[src/rtl/mem_rr_arbiter_pkg.sv]
// Shared types and defaults for the round-robin memory request arbiter.
// The state encoding is also exported on the debug port for external checkers.
package mem_rr_arbiter_pkg;

    localparam int ARB_N      = 8;
    localparam int ARB_AW     = 8;
    localparam int ARB_DW     = 8;
    localparam int ARB_RD_LAT = 1;

    typedef enum logic [1:0] {
        ARB_IDLE   = 2'd0,
        ARB_ACCESS = 2'd1,
        ARB_RWAIT  = 2'd2,
        ARB_DONE   = 2'd3
    } arb_state_e;

    // The next priority position wraps from the last core back to core 0.
    function automatic int rr_next(input int idx, input int n);
        return (idx == n - 1) ? 0 : idx + 1;
    endfunction

endpackage

[src/rtl/mem_rr_arbiter_if.sv]
// Bundle that carries the core request bus and the single-port RAM port.
// The request side and the RAM side meet at the arbiter.
interface mem_rr_arbiter_if
    import mem_rr_arbiter_pkg::*;
#(
    parameter int N  = ARB_N,
    parameter int AW = ARB_AW,
    parameter int DW = ARB_DW
);
    // Handshake: core i holds rden[i]/wren[i] (plus Address/Din) as a level until it
    // samples acq[i]=1, and drops the request on that same edge. If both are high,
    // the request is a write. Dq slice i is valid in the acq cycle.
    logic [N-1:0]    rden;
    logic [N-1:0]    wren;
    logic [N*AW-1:0] Address;
    logic [N*DW-1:0] Din;
    logic [N-1:0]    acq;
    logic [N*DW-1:0] Dq;
    logic [AW-1:0]   RAMAddress;
    logic [DW-1:0]   RAMDin;
    logic            RAMwren;
    logic [DW-1:0]   RAMq;
    logic            busy;

    modport slave (
        input  rden, wren, Address, Din, RAMq,
        output acq, Dq, RAMAddress, RAMDin, RAMwren, busy
    );

    modport master (
        output rden, wren, Address, Din, RAMq,
        input  acq, Dq, RAMAddress, RAMDin, RAMwren, busy
    );

endinterface

[src/rtl/mem_rr_arbiter_rr_pick.sv]
// Combinational rotate-priority encoder: returns the first requester found
// when searching from ptr_i upward, wrapping at N.
module mem_rr_arbiter_rr_pick
    import mem_rr_arbiter_pkg::*;
#(
    parameter  int N  = ARB_N,
    localparam int IW = $clog2(N)
) (
    input  logic [N-1:0]  req_i,
    input  logic [IW-1:0] ptr_i,
    output logic          valid_o,
    output logic [IW-1:0] idx_o
);

    logic [2*N-1:0] dbl;
    logic [N-1:0]   rot;

    // Bit k of rot is the request of core (ptr_i + k) mod N.
    assign dbl = {req_i, req_i} >> ptr_i;
    assign rot = dbl[N-1:0];

    always_comb begin
        valid_o = 1'b0;
        idx_o   = '0;
        for (int k = 0; k < N; k++) begin
            if (!valid_o && rot[k]) begin
                valid_o = 1'b1;
                idx_o   = IW'((int'(ptr_i) + k) % N);
            end
        end
    end

endmodule

[src/rtl/mem_rr_arbiter.sv]
// Serialises read/write requests from N cores onto one synchronous single-port RAM
// with round-robin fairness, a one-cycle acq pulse and a per-core read data bank.
module mem_rr_arbiter
    import mem_rr_arbiter_pkg::*;
#(
    parameter  int N      = ARB_N,
    parameter  int AW     = ARB_AW,
    parameter  int DW     = ARB_DW,
    parameter  int RD_LAT = ARB_RD_LAT,
    localparam int IW     = $clog2(N)
) (
    input  logic               CLK,
    input  logic               rst,
    mem_rr_arbiter_if.slave    bus,
    output arb_state_e         dbg_state_o,
    output logic [IW-1:0]      dbg_ptr_o
);

    arb_state_e      state_q;
    logic [IW-1:0]   ptr_q;
    logic [IW-1:0]   gnt_q;
    logic            op_wr_q;
    logic [1:0]      cnt_q;
    logic [N-1:0]    acq_q;
    logic [DW-1:0]   dq_q [N];
    logic [AW-1:0]   ram_addr_q;
    logic [DW-1:0]   ram_din_q;
    logic            ram_wren_q;

    logic [N-1:0]    pending;
    logic            pick_valid;
    logic [IW-1:0]   pick_idx;
    logic [N-1:0]    gnt_onehot;
    logic [AW-1:0]   addr_a [N];
    logic [DW-1:0]   din_a  [N];

    assign pending    = bus.rden | bus.wren;
    assign gnt_onehot = N'(1) << gnt_q;

    for (genvar g = 0; g < N; g++) begin : g_slice
        assign addr_a[g]             = bus.Address[g*AW +: AW];
        assign din_a[g]              = bus.Din[g*DW +: DW];
        assign bus.Dq[g*DW +: DW]    = dq_q[g];
    end

    mem_rr_arbiter_rr_pick #(.N(N)) u_pick (
        .req_i   (pending),
        .ptr_i   (ptr_q),
        .valid_o (pick_valid),
        .idx_o   (pick_idx)
    );

    always_ff @(posedge CLK or posedge rst) begin
        if (rst) begin
            state_q    <= ARB_IDLE;
            ptr_q      <= '0;
            gnt_q      <= '0;
            op_wr_q    <= 1'b0;
            cnt_q      <= '0;
            acq_q      <= '0;
            ram_addr_q <= '0;
            ram_din_q  <= '0;
            ram_wren_q <= 1'b0;
            for (int i = 0; i < N; i++) dq_q[i] <= '0;
        end else begin
            unique case (state_q)
                ARB_IDLE: begin
                    if (pick_valid) begin
                        gnt_q      <= pick_idx;
                        ram_addr_q <= addr_a[pick_idx];
                        ram_din_q  <= din_a[pick_idx];
                        op_wr_q    <= bus.wren[pick_idx];
                        ram_wren_q <= bus.wren[pick_idx];
                        state_q    <= ARB_ACCESS;
                    end
                end
                ARB_ACCESS: begin
                    ram_wren_q <= 1'b0;
                    if (op_wr_q) begin
                        acq_q   <= gnt_onehot;
                        state_q <= ARB_DONE;
                    end else begin
                        cnt_q   <= 2'(RD_LAT - 1);
                        state_q <= ARB_RWAIT;
                    end
                end
                ARB_RWAIT: begin
                    // RAMq is captured in the last wait cycle so Dq is ready with acq.
                    if (cnt_q == 2'd0) begin
                        dq_q[gnt_q] <= bus.RAMq;
                        acq_q       <= gnt_onehot;
                        state_q     <= ARB_DONE;
                    end else begin
                        cnt_q <= cnt_q - 2'd1;
                    end
                end
                ARB_DONE: begin
                    acq_q   <= '0;
                    ptr_q   <= IW'(rr_next(int'(gnt_q), N));
                    state_q <= ARB_IDLE;
                end
                default: state_q <= ARB_IDLE;
            endcase
        end
    end

    assign bus.acq        = acq_q;
    assign bus.RAMAddress = ram_addr_q;
    assign bus.RAMDin     = ram_din_q;
    assign bus.RAMwren    = ram_wren_q;
    assign bus.busy       = (state_q != ARB_IDLE);
    assign dbg_state_o    = state_q;
    assign dbg_ptr_o      = ptr_q;

endmodule

[src/flat_wrapper.sv]
// flat-port wrapper written by rule: the top's interface ports become plain ports
module mem_rr_arbiter_flat import mem_rr_arbiter_pkg::*;
#(
    parameter  int N      = ARB_N,
    parameter  int AW     = ARB_AW,
    parameter  int DW     = ARB_DW,
    parameter  int RD_LAT = ARB_RD_LAT,
    localparam int IW     = $clog2(N)
)
  (CLK, rst, dbg_state_o, dbg_ptr_o, bus_rden, bus_wren, bus_Address, bus_Din, bus_RAMq, bus_acq, bus_Dq, bus_RAMAddress, bus_RAMDin, bus_RAMwren, bus_busy);
  mem_rr_arbiter_if #(.N(N), .AW(AW), .DW(DW)) bus_i ();
  input  logic CLK;
  input  logic rst;
  output arb_state_e dbg_state_o;
  output logic [IW-1:0] dbg_ptr_o;
  input wire logic [$bits(bus_i.rden)-1:0] bus_rden;
  input wire logic [$bits(bus_i.wren)-1:0] bus_wren;
  input wire logic [$bits(bus_i.Address)-1:0] bus_Address;
  input wire logic [$bits(bus_i.Din)-1:0] bus_Din;
  input wire logic [$bits(bus_i.RAMq)-1:0] bus_RAMq;
  output wire logic [$bits(bus_i.acq)-1:0] bus_acq;
  output wire logic [$bits(bus_i.Dq)-1:0] bus_Dq;
  output wire logic [$bits(bus_i.RAMAddress)-1:0] bus_RAMAddress;
  output wire logic [$bits(bus_i.RAMDin)-1:0] bus_RAMDin;
  output wire logic [$bits(bus_i.RAMwren)-1:0] bus_RAMwren;
  output wire logic [$bits(bus_i.busy)-1:0] bus_busy;
  assign bus_i.rden = bus_rden;
  assign bus_i.wren = bus_wren;
  assign bus_i.Address = bus_Address;
  assign bus_i.Din = bus_Din;
  assign bus_i.RAMq = bus_RAMq;
  assign bus_acq = bus_i.acq;
  assign bus_Dq = bus_i.Dq;
  assign bus_RAMAddress = bus_i.RAMAddress;
  assign bus_RAMDin = bus_i.RAMDin;
  assign bus_RAMwren = bus_i.RAMwren;
  assign bus_busy = bus_i.busy;
  mem_rr_arbiter #(.N(N), .AW(AW), .DW(DW), .RD_LAT(RD_LAT)) u_core (.CLK(CLK), .rst(rst), .bus(bus_i), .dbg_state_o(dbg_state_o), .dbg_ptr_o(dbg_ptr_o));
endmodule
[config.mk]
export PLATFORM = sky130hd
export DESIGN_NAME = mem_rr_arbiter_flat
export DESIGN_NICKNAME = d
export VERILOG_FILES = /design/src/rtl/mem_rr_arbiter_pkg.sv /design/src/rtl/mem_rr_arbiter_if.sv /design/src/rtl/mem_rr_arbiter_rr_pick.sv /design/src/rtl/mem_rr_arbiter.sv /design/src/flat_wrapper.sv
export SDC_FILE = /design/constraint.sdc
export NUM_CORES = 1
export LEC_CHECK = 0
export ABC_AREA = 1
export CORE_MARGIN = 2
export CORE_UTILIZATION = 45
export CTS_BUF_LIST = sky130_fd_sc_hd__clkbuf_2 sky130_fd_sc_hd__clkbuf_4 sky130_fd_sc_hd__clkbuf_8
export DETAILED_ROUTE_END_ITERATION = 8
export PLACE_DENSITY = 0.83
export REMOVE_ABC_BUFFERS = 1
export SLEW_MARGIN = 20
export SYNTH_ARGS = -nofsm -noshare
export SYNTH_HDL_FRONTEND = slang
export SYNTH_SLANG_ARGS = --single-unit
[constraint.sdc]
create_clock -name CLK -period 3.7 [get_ports CLK]
set_input_delay 0.74 -clock CLK [delete_from_list [all_inputs] [get_ports CLK]]
set_output_delay 0.74 -clock CLK [all_outputs]
set_load 0.05 [all_outputs]
==> run summary, run 1 <==
Status: finished, final reports clean
Crit path arrival time: 3.49 ns
Setup Slack @ Placement: 0.207 ns
Overall die height: 119 um
Final hold violation count: 0
Layout Area Growth over Synthesis: 47.5%
Final setup violation count: 0
Cell type with the largest total area after synthesis: dfrtp_1
DR DRC count: 0
Cell types with the highest counts after synthesis: 255 x nand2_1, 100 x dfrtp_1, 81 x nand3_1, 81 x o21ai_0, 61 x inv_1
First-pass GRT wire length: 30.4 mm
Vias per cell: 5.12
Cell with the most instances after synthesis: nand2_1
Prevailing post-synth register cell: dfrtp_1
Setup repair after global routing missed its margin: no
Post-synthesis cell type count: 36
Initial antenna violation count: 0
Share of the yosys chip area belonging to registers: 0.418
Fraction of the cycle the final worst path needs: 0.862
Count of clock tree sinks: 100
Fin nets: 1202
Post-CTS setup buffers: 0
Number of flops mapped to enable cells by yosys: 0
Max-cap violation count: 0
Fill cell count: 1125
Half-perimeter wire length after placement: 14.5 mm
Antenna cells: 0
# hold bufs at CTS: 0
CTS tree: done
Cells after Synth: 801
Synthesis Warnings: 0
Remaining Overflow, GRT: 0
Post-detailed-route count of antenna-violating nets: 0
Launching element of the worst setup path: bus_wren[0]
Largest net degree at the start of global routing: 84
Final wirelength: 19.1 mm
Worst setup skew after layout: 0.0134 ns
Normalized max-slew margin: 0.621
Area of the die: 14200 sq um
Min-Delay Startpoint: u_core.bus.Dq[15]$_DFFE_PP0P_
Core area: 13100 sq um
Summed instance area of the synthesized netlist: 5990 sq um
Area occupied by multi-input gates: 2990 sq um
Cell chosen for the clock root: clkbuf_8
First drt pass iteration count: 5
Clock period minus worst slack: 3.19 ns
Average cell area after synthesis: 7.48 sq um
Max Clock Freq: 0.314 GHz
All-Layer GR Usage: 0.266
Final max-slew violation count: 0
Worst setup path category: input pin to flop
Clock-pin slew on the worst setup and hold paths: 0.11 ns
Largest driver fanout on the critical path: 27
Critical Path End Type: flop
Worst Path Required: 4.00 ns
Crit start category: input pin
Synth top area share: 0.418
Min-delay worst type: flop to flop
Smallest setup slack after layout: 0.512 ns
Worst-Margin Slew: 0.567 ns
Number of buffers created by CTS: 9
Resize count post-CTS: 0
Worst r2r src: u_core.dbg_ptr_o[0]$_DFFE_PP0P_
# H-tree levels: 3
Routed len/inst: 15.7 um
Number of placement rows: 42
Number of port buffers: 248
GPL Wtd Cong: 0.917
Initial DRC Count: 462
Share of layout cells above drive strength 1: 0.0731
Seq cells post-synth: 100
Initial standard-cell utilization of the core: 0.456
Number of vias in the routed layout: 6221
Vias in the first global route: 5976
FF/Latch Area: 2500 sq um
Chip width: 119 um
Cell types with the largest area share after synthesis: dfrtp_1 42%, nand2_1 16%, nand3_1 6.8%, o21ai_0 6.8%, inv_1 3.8%
Number of top-level pins: 249
Fraction of synthesis flops using an asynchronous set or reset pin: 1.00
Longest Clk Path Bufs: 2
Clock network latency to the later pin of the worst-skew pair: 0.37 ns
layout make-up:
cell class | count | share of cell area
Clock inverter | 7 | 0.00907
Multi-Input combinational cell | 594 | 0.339
Tap cell | 176 | 0.0249
Timing Repair Buffer | 262 | 0.300
Sequential cell | 100 | 0.283
Inverter | 68 | 0.0295
Clock buffer | 9 | 0.0140
through the flow:
step	instance area, sq um	std cells	util	hold slack [ns]	TNS [ns]
floorplan	5750	762	-	0.453	-4.36
global placement	8630	1200	0.657	0.466	0
detailed placement	8630	1200	0.657	0.474	0
CTS	8830	1216	0.672	0.500	0
global route	8830	1216	0.672	0.519	0
finish	8830	1216	0.672	0.497	0
metal layers:
metal	vias up	routed length, um	part of all wire	track usage
met2	189	9280	0.49	0.447
met4	0	550	0.029	0.0816
met3	39	1000	0.053	0.0517
met5	-	0	0	0
met1	2901	8220	0.43	0.349
li1	3092	-	-	-
worst paths after layout:
| kind | cells past startpoint | slack, ns | endpoint |
|---|---|---|---|
| min | 2 | 0.50 | u_core.bus.Dq[15]$_DFFE_PP0P_ |
| max | 16 | 0.51 | u_core.bus.RAMAddress[0]$_DFFE_PP0P_ |
| max reg2reg | 15 | 0.64 | u_core.bus.RAMAddress[0]$_DFFE_PP0P_ |
| min in group asynchronous | 2 | 0.64 | u_core.bus.RAMDin[1]$_DFFE_PP0P_ |
| min reg2reg | 2 | 0.50 | u_core.bus.Dq[15]$_DFFE_PP0P_ |
| max in group asynchronous | 3 | 2.34 | u_core.bus.Dq[21]$_DFFE_PP0P_ |
worst max-delay path: stages:
cell and delay (ns):
clkdlybuf4s50_1 0.44, nor2_1 0.17, nand2_1 0.10, nand3_1 0.13, nand3_2 0.14, nand2_4 0.16, nand4_4 0.13, nor2_1 0.23
nand2_1 0.08, nand3_1 0.18, nor2_2 0.10, nor2_8 0.35, o21ai_1 0.12, o21ai_1 0.23, nand2_1 0.09, nand3_1 0.09
flip-flops by register name (all words and copies together), names as in the netlist:
signal and count:
u_core.bus.RAMAddress 8, u_core.bus.RAMwren 1, u_core.bus.acq 8, u_core.cnt_q 2
u_core.bus.Dq 64, u_core.op_wr_q 1, u_core.bus.RAMDin 8, u_core.gnt_q 3
u_core.dbg_ptr_o 3, u_core.dbg_state_o 2
layout by cell type, fill, tap and decap left out, types with 9 or more instances in the layout:
| master | Yosys | layout |
|---|---|---|
| a21oi_1 | 21 | 21 |
| buf_4 | 5 | 9 |
| clkbuf_8 | 0 | 9 |
| clkdlybuf4s50_1 | 0 | 248 |
| dfrtp_1 | 100 | 100 |
| ha_1 | 13 | 13 |
| inv_1 | 61 | 60 |
| nand2_1 | 255 | 255 |
| nand3_1 | 81 | 81 |
| nand3_2 | 9 | 9 |
| nand4_1 | 13 | 13 |
| nor2_1 | 35 | 35 |
| o211ai_1 | 9 | 9 |
| o21ai_0 | 81 | 81 |
| o21ai_1 | 31 | 31 |
kinds of logic after synthesis:
| logic type | after synthesis | synth area share |
|---|---|---|
| adder cells (fa/ha/maj) | 13 | 0.0272 |
| flip-flops | 100 | 0.418 |
| AO/OA/AOI/OAI | 159 | 0.150 |
| AND/OR/NAND/NOR | 419 | 0.317 |
| buffers and inverters | 107 | 0.0836 |
| XOR/XNOR | 3 | 0.00439 |
Power of run 1 is left out: the tool's default activity adds up to more than one toggle a clock period on the data nets, which glitch-free logic cannot reach.
==> run 2: changes to the inputs <==
CORE_UTILIZATION = 40   (was 45)
PLACE_DENSITY = 0.78   (was 0.83)
clock period = 2.84 ns   (was 3.7 ns; I/O delays follow)
==> run 2 against run 1 <==
  * Sequential cell count is the same
  * Utilization fell by 1.1 points
  * Clock skew hardly changed
  * Worst hold slack got worse by 0.00080 ns
  * Non-clock buffer count grew 53
  * Critical path depth is 1 higher
  * Sequential share of layout area down 2.4 points
  * Largest cell class unchanged
==> run summary, run 2 (same netlist as run 1, synthesis figures left out) <==
Status: finished, final reports clean
First drt pass iteration count: 5 (unchanged)
Largest driver fanout on the critical path: 6 (-78%)
Overall die height: 126 um (+5.9%)
Setup slack, reg-to-reg: 0.16 ns (-0.48 ns)
Cell Count, Final, Fillers Out: 1277 (+5.0%)
All-Layer GR Usage: 0.253 (-0.0130)
Initial DRC Count: 562 (+22%)
Critical Path Max Stage Delay: 0.41 ns (-0.03 ns)
Number of vias in the routed layout: 6745 (+8.4%)
Final max-slew violation count: 0 (unchanged)
Half-perimeter wire length after placement: 15.4 mm (+5.8%)
Count of clock tree sinks: 100 (unchanged)
Cell chosen for the clock root: clkbuf_8
GPL Wtd Cong: 0.933 (+1.7%)
Crit path arrival time: 3.04 ns (-0.45 ns)
Clock period minus worst slack: 2.76 ns
Normalized max-slew margin: 0.625 (+0.00417)
Initial standard-cell utilization of the core: 0.410 (-0.0453)
Routed len/inst: 16.8 um (+7.5%)
End of the worst hold path: u_core.bus.Dq[26]$_DFFE_PP0P_
Fin nets: 1255 (+4.4%)
Share of layout cells above drive strength 1: 0.161 (+0.0879)
Core area: 14600 sq um (+11%)
Largest net degree at the start of global routing: 46 (-45%)
Number of top-level pins: 249 (unchanged)
Vias in the first global route: 6438 (+7.7%)
First-pass GRT wire length: 32.7 mm (+7.7%)
Setup Slack @ Placement: -0.315 ns (-0.522 ns)
Worst Path Required: 3.12 ns (-0.88 ns)
Slowest-stage cell, CP: clkdlybuf4s50_1
Max Clock Freq: 0.363 GHz
Met2 routed WL: 10.7 mm (+15%)
Cell mode on critical path: nand3_4
Final wirelength: 21.5 mm (+13%)
CTS tree: done
Hold Crit Depth: 2 (unchanged)
Number of placement rows: 44 (+4.8%)
Number of buffers and inverters on the critical path: 2 (+1)
Layout Area Growth over Synthesis: 61.1%
DR DRC count: 0 (unchanged)
Initial antenna violation count: 0 (unchanged)
Worst r2r src: u_core.dbg_ptr_o[0]$_DFFE_PP0P_
Min-Delay Startpoint: u_core.bus.Dq[26]$_DFFE_PP0P_
Min-delay worst type: flop to flop
Most common cell after layout, fill and taps aside: nand2_1
Uppermost signal routing layer after detailed routing: met4
Final hold violation count: 0 (unchanged)
Longest Clk Path Bufs: 2 (unchanged)
Crit start category: input pin
Worst setup skew after layout: 0.0135 ns (+0.000119 ns)
Smallest setup slack after layout: 0.0825 ns (-0.429 ns)
Minimum hold slack: 0.496 ns (-0.000800 ns)
Fraction of the cycle the final worst path needs: 0.971
Post-detailed-route count of antenna-violating nets: 0 (unchanged)
Max-cap violation count: 0 (unchanged)
Post-Route M1 WL: 8.67 mm (+5.4%)
Antenna cells: 0 (unchanged)
# placed instances: 1251 (+4.3%)
# H-tree levels: 3 (unchanged)
Critical-path cell list: clkdlybuf4s50_1 -> nor2_2 -> nand2_2 -> nand3_4 -> nand3_4 -> nand2_4 -> nand4_4 -> nor2_4 -> nand4_4 -> nand3_4 -> nand2_8 -> buf_12 -> or2_1 -> o211ai_1 -> nand2_1 -> nand2_1 -> nand3_1
Number of buffers created by CTS: 9 (unchanged)
Vias per cell: 5.28 (+3.2%)
Final core occ: 0.661 (-0.0107)
Clock-pin slew on the worst setup and hold paths: 0.11 ns (about the same)
Chip width: 126 um (+5.9%)
Max FFs per register: 64 (unchanged)
Most frequent cells in the layout: 240 x nand2_1, 233 x clkdlybuf4s50_1, 99 x dfrtp_1, 80 x o21ai_0, 62 x nand3_1
Clock network latency to the later pin of the worst-skew pair: 0.38 ns (about the same)
Family of cells with the greatest summed delay on the critical path: simple AND/OR/NAND/NOR gates
Worst-Margin Slew: 0.560 ns (-0.00624 ns)
Worst setup path category: input pin to flop
Final setup violation count: 0 (unchanged)
Launching element of the worst setup path: bus_rden[6]
End of the worst register-to-register path: u_core.bus.RAMDin[4]$_DFFE_PP0P_
Met3 WL post-DR: 1.34 mm (+33%)
Remaining Overflow, GRT: 0 (unchanged)
Cell depth of the worst flop-to-flop path: 16 (+1)
Critical Path End Type: flop
Number of port buffers: 248 (unchanged)
Area of the die: 16000 sq um (+12%)
## run 2: cell types whose count changed in the layout (fill, tap and decap cells not counted), sizes merged
cell | previous run | this run
buf | 14 | 63
clkdlybuf4s50 | 248 | 233
dlymetal6s2s | 0 | 15
clkbuf | 9 | 13
clkinv | 3 | 2
inv | 71 | 72
## run 2: through the flow
stage               TNS (ns)  cell area [sq um]
finish                     0               9650
floorplan             -55.05               5750
global placement       -5.43               8970
CTS                        0               9170
detailed placement     -6.05               8970
global route          -0.599               9650
## run 2: final cells by class
class	instances	area (sq um)
multi-input cells	594	3260
clock buffers	9	124
flip-flops and latches	100	2500
clock inverters	7	73.8
repair buffers	315	3200
fillers	1212	4940
well taps	184	230
inverters	68	267
## run 2: worst min-delay path: cells and delay by family, from the launching register on
| kind | cells | cell delay (ns) |
|---|---|---|
| AOI/OAI and AO/OA | 1 | 0.05 |
| DFF | 1 | 0.36 |
| and+or+nand+nor | 1 | 0.05 |
## run 2: per-layer routing
metal | up-vias | global-route usage
met5 | - | 0
met4 | 0 | 0.0905
met3 | 58 | 0.0447
met2 | 273 | 0.428
met1 | 3209 | 0.328
li1 | 3205 | -
## run 2: worst max path at each step
stage	end	cells after the start
6_report	u_core.bus.RAMDin[4]$_DFFE_PP0P_	17
5_1_grt	u_core.bus.RAMwren$_DFFE_PP0P_	21
4_1_cts	bus_busy	4
3_5_place_dp	u_core.bus.RAMDin[4]$_DFFE_PP0P_	17
3_3_place_gp	u_core.bus.RAMDin[4]$_DFFE_PP0P_	19
2_1_floorplan	u_core.bus.RAMAddress[2]$_DFFE_PP0P_	17
## run 2: what timing repair did
action,in CTS,in global routing
setup buffers,0,6
gates resized for setup,0,83
hold buffers,0,0
endpoints found under the setup margin,0,22
endpoints found under the hold margin,0,0
Power of run 2 is left out for the same reason.
==> run 3: changes to the inputs <==
CORE_UTILIZATION = 45   (was 40)
PLACE_DENSITY = 0.85   (was 0.78)
clock period = 3.1 ns   (was 2.84 ns; I/O delays follow)
==> run 3 against run 2 <==
  * Final cell count fell by 1.3%
  * Register-to-register slack improved by 0.16 ns
  * Global-route usage rose by 3.1 points
  * Design area fell by 4.6%
  * Routed wire length fell by 5.9%
  * Critical endpoint is now u_core.bus.RAMAddress[7]$_DFFE_PP0P_
==> run summary, run 3 (same netlist as run 1, synthesis figures left out) <==
Longest Clk Path Bufs: 2 (unchanged)
Initial antenna violation count: 0 (unchanged)
Final max-slew violation count: 0 (unchanged)
Clock period minus worst slack: 2.93 ns
Largest net degree at the start of global routing: 61 (+33%)
Remaining Overflow, GRT: 0 (unchanged)
Most frequent cells in the layout: 254 x nand2_1, 248 x clkdlybuf4s50_1, 99 x dfrtp_1, 81 x o21ai_0, 81 x nand3_1
First-pass GRT wire length: 32.3 mm (-1.2%)
Number of port buffers: 248 (unchanged)
Crit start category: input pin
Worst setup path category: input pin to flop
Area of the die: 14200 sq um (-11%)
Max FFs per register: 64 (unchanged)
Critical Path End Type: flop
Largest driver fanout on the critical path: 31 (+25)
Count of clock tree sinks: 100 (unchanged)
Slowest-stage cell, CP: clkdlybuf4s50_1
Setup slack, reg-to-reg: 0.32 ns (+0.16 ns)
Overall die height: 119 um (-5.5%)
Number of vias in the routed layout: 6535 (-3.1%)
Setup repair after global routing missed its margin: no
Setup TNS: 0 ns (unchanged)
Normalized max-slew margin: 0.510 (-0.116)
Initial standard-cell utilization of the core: 0.456 (+0.0453)
Min-delay worst type: flop to flop
Number of top-level pins: 249 (unchanged)
Fin nets: 1246 (-0.72%)
Vias in the first global route: 6308 (-2.0%)
Worst Path Required: 3.35 ns (+0.23 ns)
Critical Path Max Stage Delay: 0.41 ns (about the same)
Number of buffers created by CTS: 9 (unchanged)
Total placed instance area: 8960 sq um (-0.11%)
Most common cell after layout, fill and taps aside: nand2_1
CTS tree: done
Vias per cell: 5.19 (-1.8%)
All-Layer GR Usage: 0.285 (+0.0312)
Final hold violation count: 0 (unchanged)
Final wirelength: 20.2 mm (-5.9%)
Max Clock Freq: 0.341 GHz
Antenna cells: 0 (unchanged)
Routed len/inst: 16.1 um (-4.6%)
Post-detailed-route count of antenna-violating nets: 0 (unchanged)
Layout Area Growth over Synthesis: 53.7%
Worst setup skew after layout: 0.0176 ns (+0.00411 ns)
Clock network latency to the later pin of the worst-skew pair: 0.38 ns (about the same)
Cell chosen for the clock root: clkbuf_8
Cell mode on critical path: nand3_1
Core area: 13100 sq um (-9.9%)
Fraction of the cycle the final worst path needs: 0.945
Initial DRC Count: 523 (-6.9%)
Half-perimeter wire length after placement: 15.4 mm (+0.41%)
Clock-pin slew on the worst setup and hold paths: 0.11 ns (about the same)
# H-tree levels: 3 (unchanged)
Max-cap violation count: 0 (unchanged)
Critical-path cell list: clkdlybuf4s50_1 -> nor2_1 -> nand2_1 -> nand3_2 -> nand3_1 -> nand2_2 -> nand3_1 -> nor2_1 -> nand3_1 -> nand2_1 -> inv_2 -> nand3_2 -> nand2_2 -> buf_4 -> buf_12 -> nor2_1 -> o21ai_1 -> nand2_1 -> nand3_1
Share of layout cells above drive strength 1: 0.114 (-0.0466)
Final setup violation count: 0 (unchanged)
DR DRC count: 0 (unchanged)
Final instance area: 9210 sq um (-4.6%)
Number of placement rows: 42 (-4.5%)
Worst-Margin Slew: 0.736 ns (+0.175 ns)
Status: finished, final reports clean
Crit path arrival time: 3.18 ns (+0.14 ns)
First drt pass iteration count: 5 (unchanged)
GPL Wtd Cong: 0.961 (+3.0%)
Chip width: 119 um (-5.5%)
## run 3: cell types whose count changed in the layout (fill, tap and decap cells not counted), moves of 10 or more
cell | before | now
clkdlybuf4s50_1 | 233 | 248
dlymetal6s2s_1 | 15 | 0
nand2_1 | 240 | 254
nand2_2 | 18 | 8
nand3_1 | 62 | 81
nand3_2 | 21 | 9
## run 3: per-stage QoR
step	util	hold slack (ns)	cells	setup slack, ns
floorplan	-	0.453	762	-0.882
global placement	0.682	0.466	1243	-0.105
detailed placement	0.682	0.474	1243	-0.106
CTS	0.698	0.501	1259	0.288
global route	0.701	0.525	1260	0.00669
finish	0.701	0.496	1260	0.170
## run 3: final cells by class
| class | instances | area (sq um) |
|---|---|---|
| Inverter | 68 | 260 |
| Tap cell | 176 | 220 |
| Fill cell | 1048 | 3930 |
| Sequential cell | 100 | 2500 |
| Clock buffer | 9 | 124 |
| Clock inverter | 7 | 86.3 |
| Timing Repair Buffer | 306 | 3010 |
| Multi-Input combinational cell | 594 | 3000 |
## run 3: path summary, 6_finish.rpt
kind                                                 start  cells after the start                                    to
max in group asynchronous                              rst                      3         u_core.bus.Dq[11]$_DFFE_PP0P_
max reg2reg                u_core.dbg_ptr_o[0]$_DFFE_PP0P_                     18  u_core.bus.RAMAddress[7]$_DFFE_PP0P_
max                                            bus_wren[0]                     19  u_core.bus.RAMAddress[7]$_DFFE_PP0P_
min                          u_core.bus.Dq[21]$_DFFE_PP0P_                      2         u_core.bus.Dq[21]$_DFFE_PP0P_
min reg2reg                  u_core.bus.Dq[21]$_DFFE_PP0P_                      2         u_core.bus.Dq[21]$_DFFE_PP0P_
min in group asynchronous                              rst                      2         u_core.bus.Dq[47]$_DFFE_PP0P_
## run 3: critical path, delay by kind of cell
kind	cells	cell delay, ns
compound gates	1	0.11
buf+inv	4	0.77
simple gates	14	1.66
## run 3: timing repair
| item | 4_1_cts | 5_1_grt |
|---|---|---|
| hold buffers | 0 | 0 |
| buffers inserted | 0 | 0 |
| endpoints found under the hold margin | 0 | 0 |
| gates resized for setup | 0 | 4 |
| endpoints found under the setup margin | 0 | 14 |
## run 3: routing by layer
layer | wire length (um) | vias to the layer above | part of all wire | global-route usage
met5 | 0 | - | 0 | 0
met4 | 512 | 0 | 0.025 | 0.0882
met3 | 1400 | 37 | 0.069 | 0.0484
met2 | 9710 | 263 | 0.48 | 0.471
met1 | 8630 | 3045 | 0.43 | 0.384
li1 | - | 3190 | - | -
Power of run 3 is left out for the same reason.
